==> src/rtl/keccak_round_ctrl.sv <==
// Load/round/unload sequencer for the port-serial Keccak-f[200] core.
// Optional abort input: define KECCAK_CTRL_ABORT_EN to add abort_i.
//
// state  | meaning
// IDLE   | waiting for start_i
// LOAD   | accepting LANES input lanes
// ROUND  | ROUNDS round-update cycles, iota constant driven
// UNLOAD | returning LANES output lanes

module keccak_round_ctrl #(
    parameter int W      = 8,
    parameter int ROUNDS = 18,
    parameter int LANES  = 25
) (
    input  logic         clk,
    input  logic         rst,
    input  logic         start_i,
`ifdef KECCAK_CTRL_ABORT_EN
    input  logic         abort_i,
`endif
    input  logic         in_valid_i,
    output logic         in_ready_o,
    output logic         load_en_o,
    output logic         round_en_o,
    output logic [W-1:0] IotaRCI_o,
    output logic [4:0]   round_idx_o,
    output logic [4:0]   lane_idx_o,
    output logic         out_valid_o,
    input  logic         out_ready_i,
    output logic         unload_en_o,
    output logic         busy_o,
    output logic         done_o
);

    typedef enum logic [1:0] {
        IDLE   = 2'd0,
        LOAD   = 2'd1,
        ROUND  = 2'd2,
        UNLOAD = 2'd3
    } state_t;

    localparam int RW = (W > 8) ? W : 8;
    localparam logic [4:0] LAST_LANE  = 5'(LANES - 1);
    localparam logic [4:0] LAST_ROUND = 5'(ROUNDS - 1);

    state_t     state, state_nxt;
    logic [4:0] lane_idx, lane_nxt;
    logic [4:0] round_idx, round_nxt;
    logic       done, done_nxt;
    logic       abort;
    logic [7:0] rc8;
    logic [RW-1:0] rc_ext;

`ifdef KECCAK_CTRL_ABORT_EN
    assign abort = abort_i;
`else
    assign abort = 1'b0;
`endif

    always_ff @(posedge clk or posedge rst) begin
        if (rst) begin
            state     <= IDLE;
            lane_idx  <= '0;
            round_idx <= '0;
            done      <= 1'b0;
        end else begin
            state     <= state_nxt;
            lane_idx  <= lane_nxt;
            round_idx <= round_nxt;
            done      <= done_nxt;
        end
    end

    always_comb begin
        state_nxt   = state;
        lane_nxt    = lane_idx;
        round_nxt   = round_idx;
        done_nxt    = 1'b0;
        in_ready_o  = 1'b0;
        out_valid_o = 1'b0;
        round_en_o  = 1'b0;
        load_en_o   = 1'b0;
        unload_en_o = 1'b0;
        case (state)
            IDLE: begin
                if (start_i) begin
                    state_nxt = LOAD;
                    lane_nxt  = '0;
                    round_nxt = '0;
                end
            end
            LOAD: begin
                in_ready_o = 1'b1;
                if (in_valid_i && !abort) begin
                    load_en_o = 1'b1;
                    if (lane_idx == LAST_LANE) begin
                        state_nxt = ROUND;
                        lane_nxt  = '0;
                        round_nxt = '0;
                    end else begin
                        lane_nxt = lane_idx + 5'd1;
                    end
                end
            end
            ROUND: begin
                round_en_o = 1'b1;
                if (round_idx == LAST_ROUND) begin
                    state_nxt = UNLOAD;
                    round_nxt = '0;
                    lane_nxt  = '0;
                end else begin
                    round_nxt = round_idx + 5'd1;
                end
            end
            UNLOAD: begin
                out_valid_o = 1'b1;
                if (out_ready_i && !abort) begin
                    unload_en_o = 1'b1;
                    if (lane_idx == LAST_LANE) begin
                        state_nxt = IDLE;
                        lane_nxt  = '0;
                        done_nxt  = 1'b1;
                    end else begin
                        lane_nxt = lane_idx + 5'd1;
                    end
                end
            end
            default: state_nxt = IDLE;
        endcase
        // abort wins over any handshake taken in the same cycle
        if (abort && state != IDLE) begin
            state_nxt = IDLE;
            lane_nxt  = '0;
            round_nxt = '0;
            done_nxt  = 1'b0;
        end
    end

    // Low byte of the Keccak-f round constants, rounds 0..17
    always_comb begin
        rc8 = 8'h00;
        case (round_idx)
            5'd0:  rc8 = 8'h01;
            5'd1:  rc8 = 8'h82;
            5'd2:  rc8 = 8'h8A;
            5'd3:  rc8 = 8'h00;
            5'd4:  rc8 = 8'h8B;
            5'd5:  rc8 = 8'h01;
            5'd6:  rc8 = 8'h81;
            5'd7:  rc8 = 8'h09;
            5'd8:  rc8 = 8'h8A;
            5'd9:  rc8 = 8'h88;
            5'd10: rc8 = 8'h09;
            5'd11: rc8 = 8'h0A;
            5'd12: rc8 = 8'h8B;
            5'd13: rc8 = 8'h8B;
            5'd14: rc8 = 8'h89;
            5'd15: rc8 = 8'h03;
            5'd16: rc8 = 8'h02;
            5'd17: rc8 = 8'h80;
            default: rc8 = 8'h00;
        endcase
    end

    assign rc_ext      = RW'(rc8);
    assign IotaRCI_o   = (state == ROUND) ? rc_ext[W-1:0] : '0;
    assign round_idx_o = round_idx;
    assign lane_idx_o  = lane_idx;
    assign busy_o      = (state != IDLE);
    assign done_o      = done;

endmodule

==> config.mk <==
export PLATFORM = sky130hd
export DESIGN_NAME = keccak_round_ctrl
export DESIGN_NICKNAME = d
export VERILOG_FILES = /design/src/rtl/keccak_round_ctrl.sv
export SDC_FILE = /design/constraint.sdc
export NUM_CORES = 1
export LEC_CHECK = 0
export CORE_MARGIN = 2
export CORE_UTILIZATION = 51
export CTS_CLUSTER_DIAMETER = 120
export DETAILED_ROUTE_END_ITERATION = 8
export HOLD_SLACK_MARGIN = 0.05
export PLACE_DENSITY = 0.84
export SYNTH_ARGS = -nofsm -noshare
export SYNTH_HDL_FRONTEND = slang
export SYNTH_SLANG_ARGS = --single-unit
==> constraint.sdc <==
create_clock -name clk -period 4.82 [get_ports clk]
set_input_delay 0.723 -clock clk [delete_from_list [all_inputs] [get_ports clk]]
set_output_delay 0.723 -clock clk [all_outputs]
set_load 0.005 [all_outputs]
* Word-level counts from Yosys, hierarchy flattened
Memory sizes are Yosys's and may differ from the RTL's.
Index checks and enable logic that the tools add are counted.
** Cells by class
- Mux-type cells :: 28
- Equality and inequality tests :: 11
- Add/subtract/negate cells :: 2
- Reductions and logical operators :: 6
** Operators with widths (number)
- 5-bit two-way mux :: 8
- 5-bit case mux with 4 select lines :: 1
- 5-bit case mux with 3 select lines :: 1
- 2-bit two-way mux :: 6
- 2-bit inequality test, second input constant :: 6
- 5-bit by 1-bit adder with 5-bit output, second input constant :: 2
- 5-bit equality test, second input constant :: 2
- 1-bit two-way mux :: 10
- 8-bit two-way mux :: 1
- 2-bit case mux with 4 select lines :: 1
- 4-bit AND reduction :: 2
- 6-bit AND reduction :: 1
- 2-bit equality test, second input constant :: 2
- 3-bit nonzero test :: 1
- 2-bit by 1-bit equality test with 1-bit output, second input constant :: 1
- 2-bit zero test :: 1
- 2-bit nonzero test :: 1
** Storage, ports and cells
- ROM bits :: 128
- Input bits :: 5
- Register bits :: 13
- Memories :: 1
- Output and inout bits :: 25
- Word-level logic and storage cells :: 52
** Memory list
- (no name shown) :: depth 32, bits a word 4, read ports 1, clocked after memory_dff 0, write ports 0, line 142 : case (round_idx)

* Longest topological paths before layout
Gate-level depths: netlist of the first run.
- Word-level depth :: 4
- Mapped depth :: 6
- Mapped depth without buffers :: 6

* Worst setup path after synthesis of the first run
OpenSTA, ideal clock, no wires.
- Path kind :: flip-flop to output port
- From :: register round_idx[1], in the netlist round_idx_o[1]
- To :: output port IotaRCI_o[1]
- Setup slack :: 2.636 ns
- Path buffers :: 0
- Cell stages (with the launch flop) :: 7
- Required time :: 4.097 ns
- Data arrival time :: 1.461 ns
- Cells stage by stage :: dfrtp_1 -> inv_1 -> ha_1 -> xor2_1 -> nor2_1 -> a211o_1 -> a21oi_1
** On the way
- Longest elaborated chain between the ends :: 2
** RTL lines
- start, declared :: line 48 : logic [4:0] round_idx, round_nxt;
- start signal, assigned :: line 69 : round_idx <= round_nxt;
- memory 32 x 4 bit
- 8-bit two-way mux :: line 166 : assign IotaRCI_o = (state == ROUND) ? rc_ext[W-1:0] : '0;
- end, declared :: line 25 : output logic [W-1:0] IotaRCI_o,
No other way between the ends.

* Final worst setup path of the first run
- From :: register round_idx[1], in the netlist round_idx_o[1]
- To :: output port IotaRCI_o[3]
Same word-level chain as after synthesis.

==> impl_metrics.ini, run 1 <==
[run_status]
run_status = complete, no violations

[setup_path]
crit_fanout = 7
critPathKind = reg -> out
cp.arrival_ps = 2420
cpMaxStageDelayCell = clkdlybuf4s50_1
rr_startpoint = round_idx_o[1]
r2r_slack_ps = 2610
r2r_end = state[1]
ff2ff_path_depth = 6
critPathLaunch = round_idx_o[1]
slowest_delay_ps = 590
endpoint = IotaRCI_o[3]
crit_family = buffers and inverters
endpoint_kind = primary output
crit_path_start_kind = flop
critPathRequiredTime_ps = 4100
worst-path-buf-inv = 2
path_depth = 6
worstPathCellList = inv_1 -> ha_1 -> nor2_1 -> a211oi_1 -> a2111oi_0 -> clkdlybuf4s50_1

[sta]
fin_crit_sh = 0.653
period_minus_slack_ps = 3150
drv_slew = 0
hold_slack_ps = 577
rsz0062_at_grt = false
max_freq_mhz = 318
hold_viol_final = 0
fin_setup_tns_ps = 0
fin_worst_skew_ps = 0.851
finalSetupViolCount = 0
tightest_slew_ps = 537
relSlewSlack = 0.642

[clock_network]
clkSinkCount = 13
post_cts_resized = 0
path_clk_slew_ps = 80
cts-buffers-inserted = 3
clock_tree.buffer_depth = 2
holdBufCountCts = 0
insertion_delay_ps = 280
post_cts_buffers = 0
htreeDepth = 1
cts_tree = built
cts_root_buffer = clkbuf_4

[drt]
wl_per_cell_um = 13.7
ant_nets = 0
drcViolationCount = 0
dr.pass1.iters = 4
vias_per_cell = 5.63
routed_wl_mm = 2.35
vias = 968
drt_iter0_drc = 11

[logic_synthesis]
synth_edf_count = 0
ys.warnings.count = 0
ys_async_sr_fraction = 1.00
syn_area_um2 = 1100
synth-seq-area-share = 0.295
synth_cell_type_count = 33
synth-main-ff-cell = dfrtp_1
synth_seq_cells = 13
syn-mean-instance-area_um2 = 9.19
syn-instance-count = 120

[floorplanning]
die-area_um2 = 2550
fp.dieW_um = 50.5
initial_core_util = 0.551
io_pins = 30
fp.coreArea_um2 = 2000
die_h_um = 50.5
placementRows = 16

[run]
maxCapViolations = 0

[placed_design]
gp_routability_congestion = 0.820
buffer_ports.inserted = 25
dp_hpwl_mm = 1.80

[global_route]
grt_pass1_vias = 936
antenna_found_initial = 0
overflow = 0
track_usage = 0.215
grt_max_degree = 16
grt_first_pass_wirelength_mm = 4.13

[pwr]
p_per_area_nw_per_um2 = 506
p_leak_nw = 0.587
vdd_ir_drop_max_mv = 0.382

[layout]
drive_gt1_frac = 0.0621
area_delta_synth_final_pct = 25.4
fin_nets = 165
mostFrequentLayoutCells = clkdlybuf4s50_1 (25), ha_1 (14), dfrtp_1 (13), o21ai_0 (11), inv_1 (11)
antenna_cells = 0
fill_cells = 158
layout_commonest_cell = clkdlybuf4s50_1

[hold_path]
holdCritPathClass = reg -> reg
[through the flow]
step / instances / util / cell area (um2) / setup slack [ps] / power (mW)
after floorplan: 123 / - / 1110 / 2640 / 0.465
after global placement: 168 / 0.678 / 1360 / 2080 / 0.601
after detailed placement: 168 / 0.678 / 1360 / 1980 / 0.623
after CTS: 172 / 0.691 / 1380 / 1650 / 0.696
after global routing: 172 / 0.691 / 1380 / 1440 / 0.762
final: 172 / 0.691 / 1380 / 1670 / 0.699
[cell type report]
class	instances	area, um2	share of cell area
inverter	11	41.3	0.0299
clock buffer	4	26.3	0.0190
sequential	13	325	0.235
tap	27	33.8	0.0244
timing repair buffer	25	250	0.181
multi-input combinational	92	706	0.510
[report_power, final]
part | switching (mW) | internal [mW] | total [mW]
Clock | 0.0385 | 0.0322 | 0.0706
Sequential | 0.0297 | 0.133 | 0.163
Combinational | 0.238 | 0.228 | 0.466
Total | 0.306 | 0.393 | 0.699
[cell usage after synthesis, types with 2 or more instances]
library cell	n	area share
nand3_1	7	0.032
clkbuf_1	3	0.010
nor3_1	2	0.0091
dfrtp_1	13	0.30
a21oi_1	3	0.014
and2_1	4	0.023
and3_1	2	0.011
a211oi_1	4	0.027
nor2b_1	3	0.017
a2111oi_4	2	0.050
mux2i_1	2	0.018
ha_1	14	0.16
o2bb2ai_1	3	0.024
o21ai_0	11	0.050
inv_1	11	0.037
buf_4	4	0.027
nand2b_1	4	0.023
nand2_1	5	0.017
nor2_1	9	0.031
[logic make-up after synthesis]
kind of cell,synth area share
fa+ha+maj,0.159
simple gates,0.222
buf+inv,0.0749
mux,0.0420
other cells,0.00340
compound gates,0.195
xor+xnor,0.00795
flops,0.295
[routing by layer]
| metal | share of wire | wire length (um) | up-vias | global-route usage |
|---|---|---|---|---|
| li1 | - | - | 464 | - |
| met2 | 0.51 | 1210 | 35 | 0.388 |
| met1 | 0.42 | 982 | 462 | 0.239 |
| met5 | 0 | 0 | - | 0 |
| met3 | 0.052 | 123 | 7 | 0.0506 |
| met4 | 0.015 | 36 | 0 | 0.0901 |
[how the worst min path moves through the flow]
stage,startpoint,end,slack [ps],cells past startpoint
after floorplan,lane_idx_o[4],lane_idx_o[4],530,1
after global placement,lane_idx_o[4],lane_idx_o[4],550,1
after global routing,lane_idx_o[4],lane_idx_o[4],590,1
after detailed placement,lane_idx_o[4],lane_idx_o[4],550,1
after CTS,lane_idx_o[4],lane_idx_o[4],570,1
final,lane_idx_o[4],lane_idx_o[4],580,1
[flip-flops by register name, indices dropped and copies added (netlist names)]
| register | flops |
|---|---|
| lane_idx_o | 5 |
| round_idx_o | 5 |
| state | 2 |
| done_o | 1 |
[worst register-to-register path, stage by stage, from the launching register on]
cell	delay (ps)
dfrtp_1	460
inv_1	150
ha_1	270
nand4bb_4	150
a2111oi_4	600
nand2_2	140
mux2_4	330
No activity file was read; power rests on OpenSTA's default activity.
==> run 2, diff against run 1 <==
--- a/config.mk
+++ b/config.mk
@@ -5,12 +5,13 @@
 export SDC_FILE = /design/constraint.sdc
 export NUM_CORES = 1
 export LEC_CHECK = 0
+export CORE_ASPECT_RATIO = 1.75
 export CORE_MARGIN = 2
-export CORE_UTILIZATION = 51
+export CORE_UTILIZATION = 48
 export CTS_CLUSTER_DIAMETER = 120
 export DETAILED_ROUTE_END_ITERATION = 8
 export HOLD_SLACK_MARGIN = 0.05
-export PLACE_DENSITY = 0.84
+export PLACE_DENSITY = 0.8
 export SYNTH_ARGS = -nofsm -noshare
 export SYNTH_HDL_FRONTEND = slang
 export SYNTH_SLANG_ARGS = --single-unit
==> constraint.sdc (replaced) <==
create_clock -name clk -period 3 [get_ports clk]
set_input_delay 0.45 -clock clk [delete_from_list [all_inputs] [get_ports clk]]
set_output_delay 0.45 -clock clk [all_outputs]
set_load 0.005 [all_outputs]
==> impl_metrics.ini, run 2 (synthesized netlist as in run 1, its figures left out) <==
[layout]
fin_nets = 166
antenna_cells = 0
multi_input_area_um2 = 706
fill_cells = 216
layout_commonest_cell = clkdlybuf4s50_1
ff_latch_area_um2 = 325
mostFrequentLayoutCells = clkdlybuf4s50_1 (25), ha_1 (14), dfrtp_1 (13), o21ai_0 (11), inv_1 (11)
drive_gt1_frac = 0.0685
area_delta_synth_final_pct = 27.6

[floorplanning]
io_pins = 30
die-area_um2 = 2710
initial_core_util = 0.491
die_h_um = 67.4
fp.dieW_um = 40.2
placementRows = 23
fp.coreArea_um2 = 2240

[global_route]
track_usage = 0.200
grt_max_degree = 16
grt_first_pass_wirelength_mm = 3.75
grtUsageMet2 = 0.381
grtUsageMet3 = 0.0263
busiest_layer = met2
grt_pass1_vias = 912
antenna_found_initial = 0
overflow = 0
use_met1 = 0.184

[setup_path]
rr_startpoint = round_idx_o[1]
critPathRequiredTime_ps = 2550
crit_path_start_kind = flop
cpMaxStageDelayCell = clkdlybuf4s50_1
slowest_delay_ps = 510
worst-path-buf-inv = 2
cp.arrival_ps = 2300
endpoint_kind = primary output
crit_fanout = 7
r2r_end = state[1]
critPathLaunch = round_idx_o[1]
path_depth = 7
ff2ff_path_depth = 6
r2r_slack_ps = 780
crit_family = buffers and inverters
worstPathCellList = inv_1 -> ha_1 -> xor2_1 -> nor2_1 -> a211o_1 -> a21oi_1 -> clkdlybuf4s50_1
critPathKind = reg -> out

[sta]
fin_crit_sh = 0.915
hold_viol_final = 0
fin_worst_skew_ps = 1.00
relSlewSlack = 0.639
layout_setup_ws_ps = 254
fin_setup_tns_ps = 0
finalSetupViolCount = 0
rsz0062_at_grt = false
drv_slew = 0
tightest_slew_ps = 542
max_freq_mhz = 364
period_minus_slack_ps = 2750

[drt]
wl_per_cell_um = 13.6
drcViolationCount = 0
vias_per_cell = 5.44
routed_wl_mm = 2.33
vias = 930
ant_nets = 0
dr.pass1.iters = 5
drt_iter0_drc = 14

[clock_network]
clock_tree.buffer_depth = 2
cts_root_buffer = clkbuf_8
htreeDepth = 1
post_cts_resized = 0
clkSinkCount = 13
cts-buffers-inserted = 3
holdBufCountCts = 0
path_clk_slew_ps = 60
cts_tree = built
insertion_delay_ps = 240
post_cts_buffers = 0

[run_status]
run_status = complete, no violations

[placed_design]
pre_cts_slack_ps = 505
buffer_ports.inserted = 25
gp_routability_congestion = 0.738
dp_hpwl_mm = 1.87

[pwr]
p_per_area_nw_per_um2 = 824
totalPowerFinal_mw = 1.16
vdd_ir_drop_max_mv = 0.443
p_leak_nw = 0.600

[run]
maxCapViolations = 0

[hold_path]
holdCritPathClass = in -> async
-- run 2: changes by cell type in the layout (fill, tap and decap cells not counted) --
cell / delta
buf_4: +1
clkbuf_4: -3
clkbuf_8: +3
-- run 2: per-stage QoR --
| step | area [um2] | cells | util | hold WS [ps] |
|---|---|---|---|---|
| after global placement | 1360 | 167 | 0.606 | 554 |
| final | 1410 | 171 | 0.627 | 539 |
| after detailed placement | 1360 | 167 | 0.606 | 571 |
| after CTS | 1410 | 171 | 0.627 | 565 |
| after global routing | 1410 | 171 | 0.627 | 599 |
| after floorplan | 1110 | 123 | - | 327 |
-- run 2: worst register-to-register path: cells and delay by family (launching register included) --
family	cells	cell delay, ps
AOI/OAI and AO/OA	1	600
DFF	1	440
muxes	1	320
and+or+nand+nor	2	300
adders and majority gates	1	280
buffers and inverters	1	150
-- run 2: power by group --
part	total, mW	switching [mW]	internal [mW]
clock	0.160	0.0663	0.0940
combinational	0.738	0.368	0.371
sequential	0.261	0.0459	0.215
total	1.16	0.480	0.680
-- run 2: worst max path at each step --
stage	end	slack, ps
after floorplan	state[1]	1040
after global placement	IotaRCI_o[7]	570
after detailed placement	IotaRCI_o[1]	500
after CTS	IotaRCI_o[1]	240
after global routing	IotaRCI_o[7]	50
final	IotaRCI_o[1]	250
-- run 2: area by class of cell --
class | count | share of cell area
Multi-Input combinational cell | 92 | 0.502
Sequential cell | 13 | 0.231
Timing Repair Buffer | 26 | 0.183
Clock buffer | 4 | 0.0320
Inverter | 11 | 0.0294
Tap cell | 25 | 0.0222
-- run 2: routing by layer --
layer  vias up  part of all wire
met5         -                 0
met1       440              0.38
li1        464                 -
met2        22              0.56
met3         4             0.041
met4         0             0.021
